===== src/rtl/l1_private_cache.sv =====
// Single-line private L1 cache with a MESI line, a four-state miss/writeback FSM,
// and a snoop responder that services directory forwards in any state.
`ifndef L1_CACHE_DEFS
`define L1_CACHE_DEFS
`define TAG_WIDTH 8
`define DATA_WIDTH 8
`define MSG_WIDTH 4
`define MESI_WIDTH 2
`define OWNER_BITS 2
`define DIR_WIDTH 4
`define MESI_I 2'd0
`define MESI_S 2'd1
`define MESI_E 2'd2
`define MESI_M 2'd3
`define MSG_TYPE_NONE 4'd0
`define MSG_TYPE_LOAD_REQ 4'd1
`define MSG_TYPE_STORE_REQ 4'd2
`define MSG_TYPE_WB_REQ 4'd3
`define MSG_TYPE_DATA_ACK 4'd4
`define MSG_TYPE_LOAD_FWD 4'd5
`define MSG_TYPE_STORE_FWD 4'd6
`define MSG_TYPE_INV_FWD 4'd7
`define MSG_TYPE_LOAD_FWDACK 4'd8
`define MSG_TYPE_STORE_FWDACK 4'd9
`define MSG_TYPE_INV_FWDACK 4'd10
`endif

module l1_private_cache #(
  parameter int CORE_ID = 0
) (
  input  logic                     clk,
  input  logic                     rst,
  input  logic                     core_req_valid,
  input  logic                     core_req_we,
  input  logic [`TAG_WIDTH-1:0]    core_req_tag,
  input  logic [`DATA_WIDTH-1:0]   core_req_data,
  output logic                     core_busy,
  output logic                     core_resp_valid,
  output logic [`DATA_WIDTH-1:0]   core_resp_data,
  input  logic [`MSG_WIDTH-1:0]    msg2_type,
  input  logic [`DATA_WIDTH-1:0]   msg2_data,
  input  logic [`TAG_WIDTH-1:0]    msg2_tag,
  input  logic [`TAG_WIDTH-1:0]    msg2_load_tag,
  input  logic [`MESI_WIDTH-1:0]   mesi_send,
  input  logic [`OWNER_BITS-1:0]   cache_owner,
  input  logic [`DIR_WIDTH-1:0]    share_list,
  output logic [`MSG_WIDTH-1:0]    msg1_type,
  output logic [`DATA_WIDTH-1:0]   msg1_data,
  output logic [`TAG_WIDTH-1:0]    msg1_tag,
  output logic [`OWNER_BITS-1:0]   msg1_source,
  output logic [`MSG_WIDTH-1:0]    msg3_type,
  output logic [`DATA_WIDTH-1:0]   msg3_data,
  output logic [`TAG_WIDTH-1:0]    msg3_tag,
  output logic [`OWNER_BITS-1:0]   msg3_source
);

  typedef enum logic [1:0] {IDLE = 2'd0, WB = 2'd1, REQ = 2'd2, WAIT_ACK = 2'd3} state_t;

  localparam logic [`OWNER_BITS-1:0] OWNER_ID = `OWNER_BITS'(CORE_ID);

  state_t                  state_r, state_nx;
  logic [`MESI_WIDTH-1:0]  line_state_r, line_state_nx;
  logic [`TAG_WIDTH-1:0]   line_tag_r, line_tag_nx;
  logic [`DATA_WIDTH-1:0]  line_data_r, line_data_nx;
  logic                    req_we_r, req_we_nx;
  logic [`TAG_WIDTH-1:0]   req_tag_r, req_tag_nx;
  logic [`DATA_WIDTH-1:0]  req_data_r, req_data_nx;
  logic                    armed_r, armed_nx;

  logic                    resp_valid_nx;
  logic [`DATA_WIDTH-1:0]  resp_data_nx;
  logic [`MSG_WIDTH-1:0]   msg1_type_nx, msg3_type_nx;
  logic [`DATA_WIDTH-1:0]  msg1_data_nx, msg3_data_nx;
  logic [`TAG_WIDTH-1:0]   msg1_tag_nx, msg3_tag_nx;
  logic [`OWNER_BITS-1:0]  msg1_source_nx, msg3_source_nx;

  logic snoop_load_s, snoop_store_s, snoop_inv_s, snoop_fire_s, is_fwd_s;
  logic hit_s, ack_match_s, unused_s;

  assign snoop_load_s  = (msg2_type == `MSG_TYPE_LOAD_FWD) && (cache_owner == OWNER_ID);
  assign snoop_store_s = (msg2_type == `MSG_TYPE_STORE_FWD) && (cache_owner == OWNER_ID);
  assign snoop_inv_s   = (msg2_type == `MSG_TYPE_INV_FWD) && share_list[CORE_ID];
  assign snoop_fire_s  = armed_r && (snoop_load_s || snoop_store_s || snoop_inv_s);
  assign is_fwd_s      = (msg2_type == `MSG_TYPE_LOAD_FWD) || (msg2_type == `MSG_TYPE_STORE_FWD) ||
                         (msg2_type == `MSG_TYPE_INV_FWD);
  assign hit_s         = (line_state_r != `MESI_I) && (line_tag_r == core_req_tag);
  assign ack_match_s   = (msg2_type == `MSG_TYPE_DATA_ACK) && (msg2_tag == req_tag_r) &&
                         (cache_owner == OWNER_ID);
  // A snoop cycle blocks the core so a hit cannot race the line update.
  assign core_busy     = (state_r != IDLE) || snoop_fire_s;
  assign unused_s      = ^msg2_load_tag;

  // Next-state, line update and next registered output values.
  always_comb begin
    state_nx       = state_r;
    line_state_nx  = line_state_r;
    line_tag_nx    = line_tag_r;
    line_data_nx   = line_data_r;
    req_we_nx      = req_we_r;
    req_tag_nx     = req_tag_r;
    req_data_nx    = req_data_r;
    armed_nx       = armed_r;
    resp_valid_nx  = 1'b0;
    resp_data_nx   = '0;
    msg1_type_nx   = `MSG_TYPE_NONE;
    msg1_data_nx   = '0;
    msg1_tag_nx    = '0;
    msg1_source_nx = '0;
    msg3_type_nx   = `MSG_TYPE_NONE;
    msg3_data_nx   = '0;
    msg3_tag_nx    = '0;
    msg3_source_nx = '0;

    if (snoop_fire_s) begin
      armed_nx       = 1'b0;
      msg3_data_nx   = line_data_r;
      msg3_tag_nx    = line_tag_r;
      msg3_source_nx = OWNER_ID;
      if (snoop_load_s) begin
        msg3_type_nx  = `MSG_TYPE_LOAD_FWDACK;
        line_state_nx = `MESI_S;
      end else if (snoop_store_s) begin
        msg3_type_nx  = `MSG_TYPE_STORE_FWDACK;
        line_state_nx = `MESI_I;
      end else begin
        msg3_type_nx  = `MSG_TYPE_INV_FWDACK;
        line_state_nx = `MESI_I;
      end
    end else if (!is_fwd_s || ((msg2_type == `MSG_TYPE_INV_FWD) && !share_list[CORE_ID])) begin
      armed_nx = 1'b1;
    end else begin
      armed_nx = armed_r;
    end

    case (state_r)
      IDLE: begin
        if (core_req_valid && !snoop_fire_s) begin
          if (hit_s && !core_req_we) begin
            resp_valid_nx = 1'b1;
            resp_data_nx  = line_data_r;
          end else if (hit_s && core_req_we &&
                       ((line_state_r == `MESI_M) || (line_state_r == `MESI_E))) begin
            line_data_nx  = core_req_data;
            line_state_nx = `MESI_M;
            resp_valid_nx = 1'b1;
            resp_data_nx  = core_req_data;
          end else begin
            req_we_nx   = core_req_we;
            req_tag_nx  = core_req_tag;
            req_data_nx = core_req_data;
            if ((line_state_r == `MESI_M) && (line_tag_r != core_req_tag)) begin
              state_nx = WB;
            end else begin
              state_nx = REQ;
            end
          end
        end else begin
          state_nx = IDLE;
        end
      end
      WB: begin
        // A concurrent snoop owns msg3 this cycle; an invalidating one makes the WB moot.
        if (snoop_fire_s) begin
          if (snoop_store_s || snoop_inv_s) begin
            state_nx = REQ;
          end else begin
            state_nx = WB;
          end
        end else begin
          msg3_type_nx   = `MSG_TYPE_WB_REQ;
          msg3_data_nx   = line_data_r;
          msg3_tag_nx    = line_tag_r;
          msg3_source_nx = OWNER_ID;
          line_state_nx  = `MESI_I;
          state_nx       = REQ;
        end
      end
      REQ: begin
        msg1_type_nx   = req_we_r ? `MSG_TYPE_STORE_REQ : `MSG_TYPE_LOAD_REQ;
        msg1_data_nx   = req_data_r;
        msg1_tag_nx    = req_tag_r;
        msg1_source_nx = OWNER_ID;
        state_nx       = WAIT_ACK;
      end
      WAIT_ACK: begin
        if (ack_match_s) begin
          line_tag_nx   = req_tag_r;
          resp_valid_nx = 1'b1;
          if (req_we_r) begin
            line_data_nx  = req_data_r;
            line_state_nx = `MESI_M;
            resp_data_nx  = req_data_r;
          end else begin
            line_data_nx  = msg2_data;
            line_state_nx = mesi_send;
            resp_data_nx  = msg2_data;
          end
          state_nx = IDLE;
        end else begin
          state_nx = WAIT_ACK;
        end
      end
      default: state_nx = IDLE;
    endcase
  end

  // FSM state register.
  always_ff @(posedge clk) begin
    if (rst) begin
      state_r <= IDLE;
    end else begin
      state_r <= state_nx;
    end
  end

  // Line, latched request, snoop arm and registered outputs.
  always_ff @(posedge clk) begin
    if (rst) begin
      line_state_r    <= `MESI_I;
      line_tag_r      <= '0;
      line_data_r     <= '0;
      req_we_r        <= 1'b0;
      req_tag_r       <= '0;
      req_data_r      <= '0;
      armed_r         <= 1'b1;
      core_resp_valid <= 1'b0;
      core_resp_data  <= '0;
      msg1_type       <= '0;
      msg1_data       <= '0;
      msg1_tag        <= '0;
      msg1_source     <= '0;
      msg3_type       <= '0;
      msg3_data       <= '0;
      msg3_tag        <= '0;
      msg3_source     <= '0;
    end else begin
      line_state_r    <= line_state_nx;
      line_tag_r      <= line_tag_nx;
      line_data_r     <= line_data_nx;
      req_we_r        <= req_we_nx;
      req_tag_r       <= req_tag_nx;
      req_data_r      <= req_data_nx;
      armed_r         <= armed_nx;
      core_resp_valid <= resp_valid_nx;
      core_resp_data  <= resp_data_nx;
      msg1_type       <= msg1_type_nx;
      msg1_data       <= msg1_data_nx;
      msg1_tag        <= msg1_tag_nx;
      msg1_source     <= msg1_source_nx;
      msg3_type       <= msg3_type_nx;
      msg3_data       <= msg3_data_nx;
      msg3_tag        <= msg3_tag_nx;
      msg3_source     <= msg3_source_nx;
    end
  end

endmodule

===== config.mk =====
export PLATFORM = sky130hd
export DESIGN_NAME = l1_private_cache
export DESIGN_NICKNAME = d
export VERILOG_FILES = /design/src/rtl/l1_private_cache.sv
export SDC_FILE = /design/constraint.sdc
export NUM_CORES = 1
export LEC_CHECK = 0
export ABC_AREA = 1
export CAP_MARGIN = 20
export CELL_PAD_IN_SITES_DETAIL_PLACEMENT = 0
export CELL_PAD_IN_SITES_GLOBAL_PLACEMENT = 1
export CORE_UTILIZATION = 40
export CTS_CLUSTER_SIZE = 14
export DETAILED_ROUTE_END_ITERATION = 16
export DONT_BUFFER_PORTS = 1
export PLACE_DENSITY = 0.79
export SYNTH_ARGS = -nofsm -noshare
export SYNTH_HDL_FRONTEND = slang
export SYNTH_SLANG_ARGS = --single-unit

===== constraint.sdc =====
create_clock -name clk -period 1.61 [get_ports clk]
set_input_delay 0.2415 -clock clk [delete_from_list [all_inputs] [get_ports clk]]
set_output_delay 0.2415 -clock clk [all_outputs]
set_load 0.05 [all_outputs]

=== Yosys cells after proc, flatten, opt, wreduce, memory -nomap -nowiden ===
Cells that the tools add are included.

* Bits in registers: 87
* Bits of input ports: 56
* Output and inout bits: 54
* Word-level logic and storage cells: 120

* Equal/unequal tests: 18
* Mux-type cells: 47
* Bitwise operators: 3
* Reductions and logical operators: 36

{| class="wikitable"
|+ Operator list
! kind !! count
|-
| $mux W8 || 15
|-
| $mux W2 || 17
|-
| $pmux W8 S2 || 2
|-
| $eq A4 B3 Y1 const B || 4
|-
| $eq A8 B8 Y1 || 2
|-
| $logic_and A1 B1 Y1 || 13
|-
| $mux W4 || 3
|-
| $eq A2 B2 Y1 const B || 4
|-
| $logic_or A1 B1 Y1 || 8
|-
| $ne A2 B2 Y1 const B || 4
|-
| $ne A8 B8 Y1 || 1
|-
| $pmux W2 S4 || 1
|-
| $reduce_bool A2 Y1 || 4
|-
| $mux W1 || 7
|-
| $ne A3 B3 Y1 const B || 2
|-
| $pmux W2 S3 || 1
|-
| $reduce_and A5 Y1 || 1
|-
| $logic_not A1 Y1 || 4
|-
| $logic_not A2 Y1 || 2
|-
| $reduce_and A2 Y1 || 2
|-
| $reduce_and A4 Y1 || 1
|-
| $not A1 Y1 || 3
|-
| $eq A2 B1 Y1 const B || 1
|-
| $pmux W1 S2 || 1
|-
| $reduce_or A2 Y1 || 1
|}

=== Logic depth before layout (Yosys ltp) ===
* Depth after elaboration: 10
* Depth in mapped cells: 12
* Depth with buffers taken out: 11

=== Least setup slack after synthesis ===
OpenSTA, ideal clock, no wires.

* Path type: register to register
* Start: register state_r[0]
* End: register req_data_r[7]
* Arrival: 1.434 ns
* Data required time: 1.494 ns
* Path slack: 0.060 ns
* Stages on the path, launching flop included: 9
* Path buffers: 1
* Period minus slack after synthesis: 1.550 ns
* Path through: dfxtp_1 -> inv_1 -> ha_1 -> inv_1 -> nor2_8 -> nand2_8 -> buf_6 -> o21ai_0 -> nor2_1

* Word-level cells in the longest chain between the ends: 2

{| class="wikitable"
|+ RTL lines
! what !! RTL line !! text
|-
| start, declared || 61 || <nowiki>state_t state_r, state_nx;</nowiki>
|-
| start signal, assigned || 212 || <nowiki>state_r <= state_nx;</nowiki>
|-
| $logic_not A2 Y1 || 135 || <nowiki>case (state_r)</nowiki>
|-
| $reduce_and A4 Y1 (no source line) || n/a ||
|-
| end signal, assigned || 242 || <nowiki>req_data_r <= req_data_nx;</nowiki>
|-
| end, declared || 67 || <nowiki>logic [`DATA_WIDTH-1:0] req_data_r, req_data_nx;</nowiki>
|}

Every way passes these cells.
A chain may end at the register's enable or synchronous reset.

=== Worst setup path in the final report ===
* Start: register armed_r
* End: register line_data_r[1]

* Word-level cells in the longest chain between the ends: 5

{| class="wikitable"
|+ RTL lines
! what !! RTL line !! text
|-
| start, declared || 68 || <nowiki>logic armed_r, armed_nx;</nowiki>
|-
| start signal, assigned || 243 || <nowiki>armed_r <= armed_nx;</nowiki>
|-
| $logic_and A1 B1 Y1 || 83 || <nowiki>assign snoop_fire_s = armed_r && (snoop_load_s || snoop_store_s || snoop_inv_s);</nowiki>
|-
| $logic_not A1 Y1 || 137 || <nowiki>if (core_req_valid && !snoop_fire_s) begin</nowiki>
|-
| $logic_and A1 B1 Y1 || 137 ||
|-
| $ne A2 B2 Y1 (no source line) || n/a ||
|-
| $reduce_and A5 Y1 (no source line) || n/a ||
|-
| end signal, assigned || 239 || <nowiki>line_data_r <= line_data_nx;</nowiki>
|-
| end, declared || 64 || <nowiki>logic [`DATA_WIDTH-1:0] line_data_r, line_data_nx;</nowiki>
|}

Every way passes these cells.

==> impl_metrics.toml <==
[timing]
fin_crit_sh_pct = 98.4
finalWorstSetupSlack_ns = 0.0260
rsz0062_at_grt = "true"
finalSetupViolCount = 0
clock_skew_ns = 0.0109
tns_ns = 0
slew_headroom_pct = 65.0
fin_crit_ns = 1.58
worst_slew_pin_slew_ns = 0.525
slew_violations = 0
hold_violations = 0
fmax_mhz = 631

[power_and_ir_drop]
p_per_area_nw_per_um2 = 924
leakage_uw = 0.00223
peakVddDrop_mv = 0.426

[critical_path]
max_stage_delay_ns = 0.33
crit_type = "flip-flop to flip-flop"
path_cells = "nand4_1 > buf_4 > nand3_4 > buf_4 > a21oi_4 > buf_4 > nand4_1 > nand2_1 > nor2_1"
timing.rr.start = "armed_r"
cp.required_ns = 1.87
worst-path-max-fanout = 5
crit_top_cell = "buf_4"
path_depth = 9
r2r_cells = 9
rr_endpoint = "line_data_r[1]"
slowest_stage = "dfxtp_2"
path_delay_family = "simple AND/OR/NAND/NOR gates"
path_buf_inv = 3
r2r_setup_slack_ns = 0.03
cp-start-kind = "flip-flop"
crit_path_end_kind = "flip-flop"
worstPathArrival_ns = 1.84

[global_routing]
grt_usage_pct = 20.6
grt_pass1_vias = 3248
grt_pass1_wl_um = 16000
antenna_found_initial = 0
grt_max_degree = 21
grt_overflow = 0

[finish]
fill_cells = 897
drive_gt1_share_pct = 28.9
mostFrequentLayoutCell = "nor2_1"
final_cell_mix = "103 x nor2_1, 74 x nand2_1, 72 x inv_1"
syn2layout_area_growth_pct = 27.4
finalNetCount = 661
antenna_cells = 0
layout.cells.non_filler = 734

[route]
routedWlPerCell_um = 13.9
firstDrtPassIters = 4
drc = 0
ant_nets = 0
drt_iter0_drc = 156
via_per_inst = 4.70
dr_total_vias = 3452
drt_wl_total_um = 10200

[clocking]
cts.sinks = 84
clk_pin_slew_ns = 0.08
cts_tree = "yes"
root_buffer = "clkbuf_8"
cts_inserted_buffers = 9
insertion_delay_ns = 0.36
cts_buffer_depth = 2
htree_levels = 3

[floorplan]
die_h_um = 101
dieWidth_um = 101
coreArea_sq_um = 9330
io-pin-count = 110
fp-row-count = 35
dieArea_sq_um = 10100
initial_core_util_pct = 41.8

[logic_synthesis]
synth.largest_area_cell = "dfxtp_1"
yosysSeqAreaShare_pct = 43.1
ys_ff_latch = 84
yosysWarnings = 0
syn_area_sq_um = 3900
syn-instance-count = 548
yosys-top-cells-area = "dfxtp_1 43%, nor2_1 11%, nand2_1 8.2%"
synth.distinct_cells = 34
syn_avg_cell_area_sq_um = 7.11
synth_top_area_share_pct = 43.1

[placed_design]
port_buffers = 0
gp_congestion = 0.830
dpl.hpwl_um = 7300
dp_slack_ns = -0.0444
dp_cells = 699

[worst_hold_path]
holdPathStages = 2
holdCritPathClass = "input pin to flip-flop"
hold_path_end = "req_tag_r[3]"
worstHoldStart = "core_req_tag[3]"

[job]
drv_cap = 0

[status]
run_status = "complete, no violations"
-- how the worst max path moves through the flow --
| stage | from | endpoint | slack (ns) |
|---|---|---|---|
| 2_1_floorplan | state_r[0] | req_data_r[7] | 0.06 |
| 3_3_place_gp | msg2_type[2] | line_tag_r[1] | -0.009 |
| 3_5_place_dp | cache_owner[1] | state_r[0] | -0.04 |
| 4_1_cts | req_tag_r[2] | line_data_r[3] | -0.002 |
| 5_1_grt | req_tag_r[5] | line_data_r[3] | -0.07 |
| 6_report | armed_r | line_data_r[1] | 0.03 |
-- report_power, final --
group | internal [uW] | switching, uW
Combinational | 307 | 433
Clock | 866 | 735
Sequential | 2150 | 92.9
Total | 3330 | 1260
-- repair_timing --
action / in CTS / in global routing
resized for setup: 6 / 97
hold endpoints to repair: 3 / 0
cloned: 0 / 2
hold buffers: 1 / 0
setup buffers: 2 / 15
setup endpoints to repair: 24 / 46
pin swaps: 3 / 42
-- cell families (layout without fill, tap and decap cells) --
family | after synthesis | in the layout | synth area share (%)
AO/OA/AOI/OAI | 81 | 81 | 11.5
XOR/XNOR | 4 | 4 | 0.899
adder cells (fa/ha/maj) | 4 | 4 | 1.28
buffers and inverters | 106 | 157 | 11.9
flip-flops | 84 | 84 | 43.1
other | 1 | 7 | 0.0962
AND/OR/NAND/NOR | 268 | 268 | 31.2
-- state kept, by name (all words and copies together), names as in the netlist --
register,flops
core_resp_valid,1
line_state_r,2
armed_r,1
msg1_data,8
req_we_r,1
msg3_data,8
msg1_type,2
req_tag_r,8
msg3_type,3
core_resp_data,8
req_data_r,8
line_tag_r,8
state_r,2
msg3_tag,8
msg1_tag,8
line_data_r,8
-- final cells by class --
cell class	count	area, sq um	share of cell area [%]
multi-input combinational	364	1990	40.1
sequential	84	1700	34.2
timing repair buffer	56	573	11.5
inverter	86	333	6.70
tap	129	161	3.25
clock buffer	11	131	2.64
clock inverter	4	75.1	1.51
-- synthesized netlist by cell type (all sizes together) --
master    n
conb      1
and2      1
dfxtp    84
o21bai    1
o21ai    47
nand3    34
inv      85
a21oi    32
or2       3
buf      15
ha        4
nor2    129
nand4    11
a31oi     1
clkinv    1
xnor2     4
nand2    90
clkbuf    5
-- per-stage QoR --
step / area (sq um) / power, uW / hold WS [ns] / utilization [%]
3_5_place_dp: 4300 / 2880 / 0.313 / 46.1
6_report: 4970 / 4590 / 0.0315 / 53.3
4_1_cts: 4560 / 4490 / 0.0307 / 48.9
5_1_grt: 4970 / 4820 / 0.0157 / 53.3
2_1_floorplan: 3920 / 2720 / 0.311 / -
3_3_place_gp: 4300 / 2870 / 0.313 / 46.1
-- per-layer routing --
metal	GRT usage (%)	vias to the layer above	wire length, um
met5	0	-	0
met4	7.80	0	172
met3	5.76	13	713
met2	31.9	98	4660
met1	27.3	1546	4650
li1	-	1795	-
-- worst reg2reg max path: stages, from the launching register on --
cell and delay, ns:
dfxtp_2 0.33, nand4_1 0.16, buf_4 0.15, nand3_4 0.10
buf_4 0.16, a21oi_4 0.20, buf_4 0.16, nand4_1 0.10
nand2_1 0.08, nor2_1 0.05
Note: power is estimated with default switching activity, not from simulation.
